**src/rtl/handshake_rx_fifo.sv**
```systemverilog
`default_nettype none
// ============================================================================
// Module   : handshake_rx_fifo
// Brief    : Read-domain consumer of the pulse/toggle CDC handshake. Each
//            read_it pulse captures the stable mailbox word into a small
//            first-word-fall-through FIFO drained as a valid/ready stream.
//            Pulses arriving with no room are dropped, flagged by a sticky
//            overflow bit and counted in a saturating drop counter.
//            Optional even-parity checking is compiled in when the macro
//            HANDSHAKE_RX_PARITY_EN is defined (adds parity_in/parity_err).
// Revision : 1.0 - initial release
// ============================================================================
module handshake_rx_fifo #(
    parameter int DATA_WIDTH = 8,
    parameter int DEPTH      = 4,
    parameter int CNT_WIDTH  = 8
) (
    input  logic                       clk,
    input  logic                       rst_n,
    input  logic                       read_it,
    input  logic [DATA_WIDTH-1:0]      data_in,
    output logic [DATA_WIDTH-1:0]      m_data,
    output logic                       m_valid,
    input  logic                       m_ready,
    output logic [$clog2(DEPTH):0]     level,
    output logic                       overflow,
    output logic [CNT_WIDTH-1:0]       drop_count,
    input  logic                       clear_err
`ifdef HANDSHAKE_RX_PARITY_EN
    ,
    input  logic                       parity_in,
    output logic                       parity_err
`endif
);

    localparam int AW = $clog2(DEPTH);
    localparam int LW = AW + 1;

    localparam logic [LW-1:0]        c_full_level = LW'(DEPTH);
    localparam logic [AW:0]          c_ptr_one    = (AW+1)'(1);
    localparam logic [LW-1:0]        c_lvl_one    = LW'(1);
    localparam logic [CNT_WIDTH-1:0] c_cnt_max    = '1;
    localparam logic [CNT_WIDTH-1:0] c_cnt_one    = CNT_WIDTH'(1);

    // Storage is deliberately not reset; only the pointers define validity.
    logic [DATA_WIDTH-1:0] mem_q [DEPTH];

    logic [AW:0]            wr_ptr_q, wr_ptr_d;
    logic [AW:0]            rd_ptr_q, rd_ptr_d;
    logic [LW-1:0]          level_q, level_d;
    logic                   m_valid_q, m_valid_d;
    logic [DATA_WIDTH-1:0]  m_data_q, m_data_d;
    logic                   overflow_q, overflow_d;
    logic [CNT_WIDTH-1:0]   drop_q, drop_d;

    logic                   push;
    logic                   pop;
    logic                   drop;
    logic                   full;

    // Push/pop decode, pointer and occupancy next-state, head-word lookahead
    always_comb begin
        full = (level_q == c_full_level);
        pop  = m_valid_q & m_ready;
        // A pop frees a slot in the same cycle, so a full FIFO still accepts.
        push = read_it & (~full | pop);
        drop = read_it & full & ~pop;

        wr_ptr_d = push ? (wr_ptr_q + c_ptr_one) : wr_ptr_q;
        rd_ptr_d = pop  ? (rd_ptr_q + c_ptr_one) : rd_ptr_q;

        level_d = level_q;
        if (push && !pop) begin
            level_d = level_q + c_lvl_one;
        end else if (pop && !push) begin
            level_d = level_q - c_lvl_one;
        end

        m_valid_d = (level_d != '0);

        // The head register tracks storage[rd_ptr]. When the word being
        // pushed this cycle lands exactly at the next head slot (empty FIFO,
        // or level 1 with a pop), forward it directly since storage is not
        // yet written. When the FIFO drains, keep the last head value.
        m_data_d = m_data_q;
        if (level_d != '0) begin
            if (push && (wr_ptr_q[AW-1:0] == rd_ptr_d[AW-1:0])) begin
                m_data_d = data_in;
            end else begin
                m_data_d = mem_q[rd_ptr_d[AW-1:0]];
            end
        end

        // A drop in the same cycle as clear_err wins over the clear.
        overflow_d = overflow_q;
        drop_d     = drop_q;
        if (drop) begin
            overflow_d = 1'b1;
            if (clear_err) begin
                drop_d = c_cnt_one;
            end else if (drop_q != c_cnt_max) begin
                drop_d = drop_q + c_cnt_one;
            end
        end else if (clear_err) begin
            overflow_d = 1'b0;
            drop_d     = '0;
        end
    end

    // Write the captured mailbox word into storage on every accepted push
    always_ff @(posedge clk) begin
        if (push) begin
            mem_q[wr_ptr_q[AW-1:0]] <= data_in;
        end
    end

    // Control and output registers with synchronous active-low reset
    always_ff @(posedge clk) begin
        if (!rst_n) begin
            wr_ptr_q   <= '0;
            rd_ptr_q   <= '0;
            level_q    <= '0;
            m_valid_q  <= 1'b0;
            m_data_q   <= '0;
            overflow_q <= 1'b0;
            drop_q     <= '0;
        end else begin
            wr_ptr_q   <= wr_ptr_d;
            rd_ptr_q   <= rd_ptr_d;
            level_q    <= level_d;
            m_valid_q  <= m_valid_d;
            m_data_q   <= m_data_d;
            overflow_q <= overflow_d;
            drop_q     <= drop_d;
        end
    end

    assign m_data     = m_data_q;
    assign m_valid    = m_valid_q;
    assign level      = level_q;
    assign overflow   = overflow_q;
    assign drop_count = drop_q;

`ifdef HANDSHAKE_RX_PARITY_EN
    logic parity_err_q, parity_err_d;
    logic parity_bad;

    // Even parity over word plus parity bit; bad words are still stored
    always_comb begin
        parity_bad   = ^{data_in, parity_in};
        parity_err_d = parity_err_q;
        if (push && parity_bad) begin
            parity_err_d = 1'b1;
        end else if (clear_err) begin
            parity_err_d = 1'b0;
        end
    end

    // Sticky parity error flag
    always_ff @(posedge clk) begin
        if (!rst_n) begin
            parity_err_q <= 1'b0;
        end else begin
            parity_err_q <= parity_err_d;
        end
    end

    assign parity_err = parity_err_q;
`endif

endmodule
`default_nettype wire
```
**config.mk**
```make
export PLATFORM = sky130hd
export DESIGN_NAME = handshake_rx_fifo
export DESIGN_NICKNAME = d
export VERILOG_FILES = /design/src/rtl/handshake_rx_fifo.sv
export SDC_FILE = /design/constraint.sdc
export NUM_CORES = 1
export LEC_CHECK = 0
export CORE_MARGIN = 4
export CORE_UTILIZATION = 41
export DETAILED_ROUTE_END_ITERATION = 7
export RECOVER_POWER = 50
export SYNTH_ARGS = -nofsm -noshare
export SYNTH_HDL_FRONTEND = slang
export SYNTH_SLANG_ARGS = --single-unit
```
**constraint.sdc**
```tcl
create_clock -name clk -period 3.19 [get_ports clk]
set_input_delay 0.319 -clock clk [delete_from_list [all_inputs] [get_ports clk]]
set_output_delay 0.319 -clock clk [all_outputs]
set_load 0.005 [all_outputs]
```
==> metrics <==
status=complete, no violations; highest metal used=met4; Via density=5.43; register area share after synthesis=0.518; Avg Cell Area, Syn=11.9 sq um; CTS root buf=clkbuf_8; yosys warns=0; GR Util All Layers=0.154; syn_nets=258; Routed met3 length=226 microns; CTS tree=built; Worst-Margin Slew=812 ps; Yosys reg bits=57; total grt overflow=0; DRC viols=0; DP Wirelength=4070 microns; Clock Sink Count=57; Area after DPL=3220 sq um; dpl ws=616 ps; initial antenna violation count=0; Layout Skew=10.2 ps; n_diodes=0; number of max-slew violations in the final report=0; Main synth FF type=edfxtp_1; Detailed Route Iter0 Violations=67; endpoints failing setup=0; asr flop ratio synth=0; Core Region=6530 sq um; Fmax achieved=0.407 GHz; final wirelength=6000 microns; Num CTS Buffers=9; WL/cell=16.7 microns; Arrival @ worst endpoint=2650 ps; worst-skew pair later-pin latency=330 ps; min cycle time layout=2460 ps; Starting Density=0.432; Setup TNS=0 ps; first-pass GRT wire length=9960 microns; Netlist Area Pre-Place=2820 sq um; P per Cell Area=543 nW/um^2; postcts setup bufs=0; Crit Path Class=flip-flop to flip-flop; Ports=34; Tcrit/Tclk final=0.771; die area=8280 sq um; # resized after CTS=0; max-cap viol count=0; number of global-route vias before repair=1,945; antenna-violating nets left=0; Rel. slew slack=0.459; clock-pin slew on the worst setup and hold paths=70 ps; Fin. Hold Viols=0; number of vias in the routed layout=1,945; gpl congestion=0.753; Die Span Y=91.0 microns; cts hold-fix bufs=0; worst min-delay path category=flip-flop to flip-flop; setup ws final=731 ps; nets=297; Worst VDD drop=0.358 mV; H-tree depth=3; CTS Buffer Depth=2; DRT Pass-1 Iters=6; Crit path required time=3380 ps; largest net degree at the start of global routing=20; RSZ-0062 raised after global routing=no; met2 WL=2690 microns; Leakage=1.19 nW; width of the die=91.0 microns; Synth cell types=46; design area=3370 sq um; share of cells above drive strength 1=0.146; WL met1=3010 microns; IO buf count=33; Crit Path Max Fanout=8; num rows=29; hold_ws=488 ps; Crit. End Element=flip-flop; Layout area overhead=19.4%; Cells after Synth=237; flop2flop setup slack=730 ps; Layout Utilization=0.516; number of synthesized flops with an enable pin=32; Startpoint Class=flip-flop
==> registers in the layout, summed over array words and instances (netlist names) <==
signal / cells
wr_ptr_q: 2
rd_ptr_q: 2
level: 3
m_valid: 1
mem_q: 32
m_data: 8
overflow: 1
drop_count: 8
==> cell usage in the layout, fill, tap and decap left out, types with 5 or more instances in the layout <==
cell,count
edfxtp_1,32
dlygate4sd3_1,27
mux2i_1,25
dfxtp_1,25
nand2_1,24
inv_1,10
and2_1,9
clkbuf_8,9
mux2_2,8
o221ai_1,8
o22ai_2,8
ha_1,8
nor2_1,7
a21oi_1,7
o21ai_0,6
clkdlybuf4s50_1,6
xnor2_1,5
==> power by group <==
group | internal [mW] | leakage [nW] | switching, mW
clock network | 0.276 | 0.0835 | 0.286
logic | 0.180 | 0.607 | 0.204
registers | 0.838 | 0.498 | 0.0476
==> layout make-up <==
type	instances	area, sq um
multi-input combinational	161	1250
timing repair buffer	37	360
fill	602	3160
clock inverter	6	35.0
inverter	10	37.5
clock buffer	10	128
sequential	57	1460
tap	77	96.3
==> synth_stat cells, types with 3 or more instances <==
cell | n | share of area
o221ai_1 | 8 | 0.025
nor2_1 | 7 | 0.0093
dfxtp_1 | 25 | 0.18
ha_1 | 8 | 0.035
and2_1 | 10 | 0.022
buf_2 | 3 | 0.0053
xnor2_1 | 5 | 0.016
nand3_1 | 4 | 0.0071
buf_4 | 3 | 0.0080
o22ai_2 | 8 | 0.035
nand2b_1 | 3 | 0.0066
nand2_1 | 24 | 0.032
nor3_1 | 4 | 0.0071
o21ai_0 | 6 | 0.011
inv_1 | 10 | 0.013
a21oi_1 | 7 | 0.012
mux2i_1 | 25 | 0.089
edfxtp_1 | 32 | 0.34
mux2_2 | 8 | 0.032
or3_1 | 4 | 0.0089
==> per-layer routing <==
layer  global-route usage  vias to the layer above
met2                0.232                       39
met1                0.215                      931
met5                    0                        -
met4               0.0490                        0
li1                     -                      968
met3               0.0421                        7
==> kinds of logic after synthesis <==
group | Yosys count | synth area share
DFF | 57 | 0.518
and+or+nand+nor | 66 | 0.123
adders and majority gates | 8 | 0.0355
muxes | 33 | 0.121
xor gates and xnor gates | 6 | 0.0186
buffers and inverters | 19 | 0.0332
AOI/OAI and AO/OA | 48 | 0.151
==> through the flow <==
step / power, mW / std cells
global route: 1.93 / 358
finish: 1.83 / 358
detailed placement: 1.30 / 342
global placement: 1.30 / 342
floorplan: 1.15 / 237
CTS: 1.87 / 358
==> worst paths after layout <==
kind,depth (start not counted),start,end
max,7,level[0]$_SDFF_PN0_,m_data[3]$_SDFFE_PN0P_
min,2,overflow$_SDFFE_PN0P_,overflow$_SDFFE_PN0P_
max reg2reg,7,level[0]$_SDFF_PN0_,m_data[3]$_SDFFE_PN0P_
min reg2reg,2,overflow$_SDFFE_PN0P_,overflow$_SDFFE_PN0P_
==> worst max-delay path: stages (launching register included) <==
cell	delay (ps)
dfxtp_1	490
inv_1	110
ha_1	260
a22oi_1	330
nor3_1	80
a311oi_1	470
or3_1	460
o22ai_2	110
(Power assumes the default switching activity.)
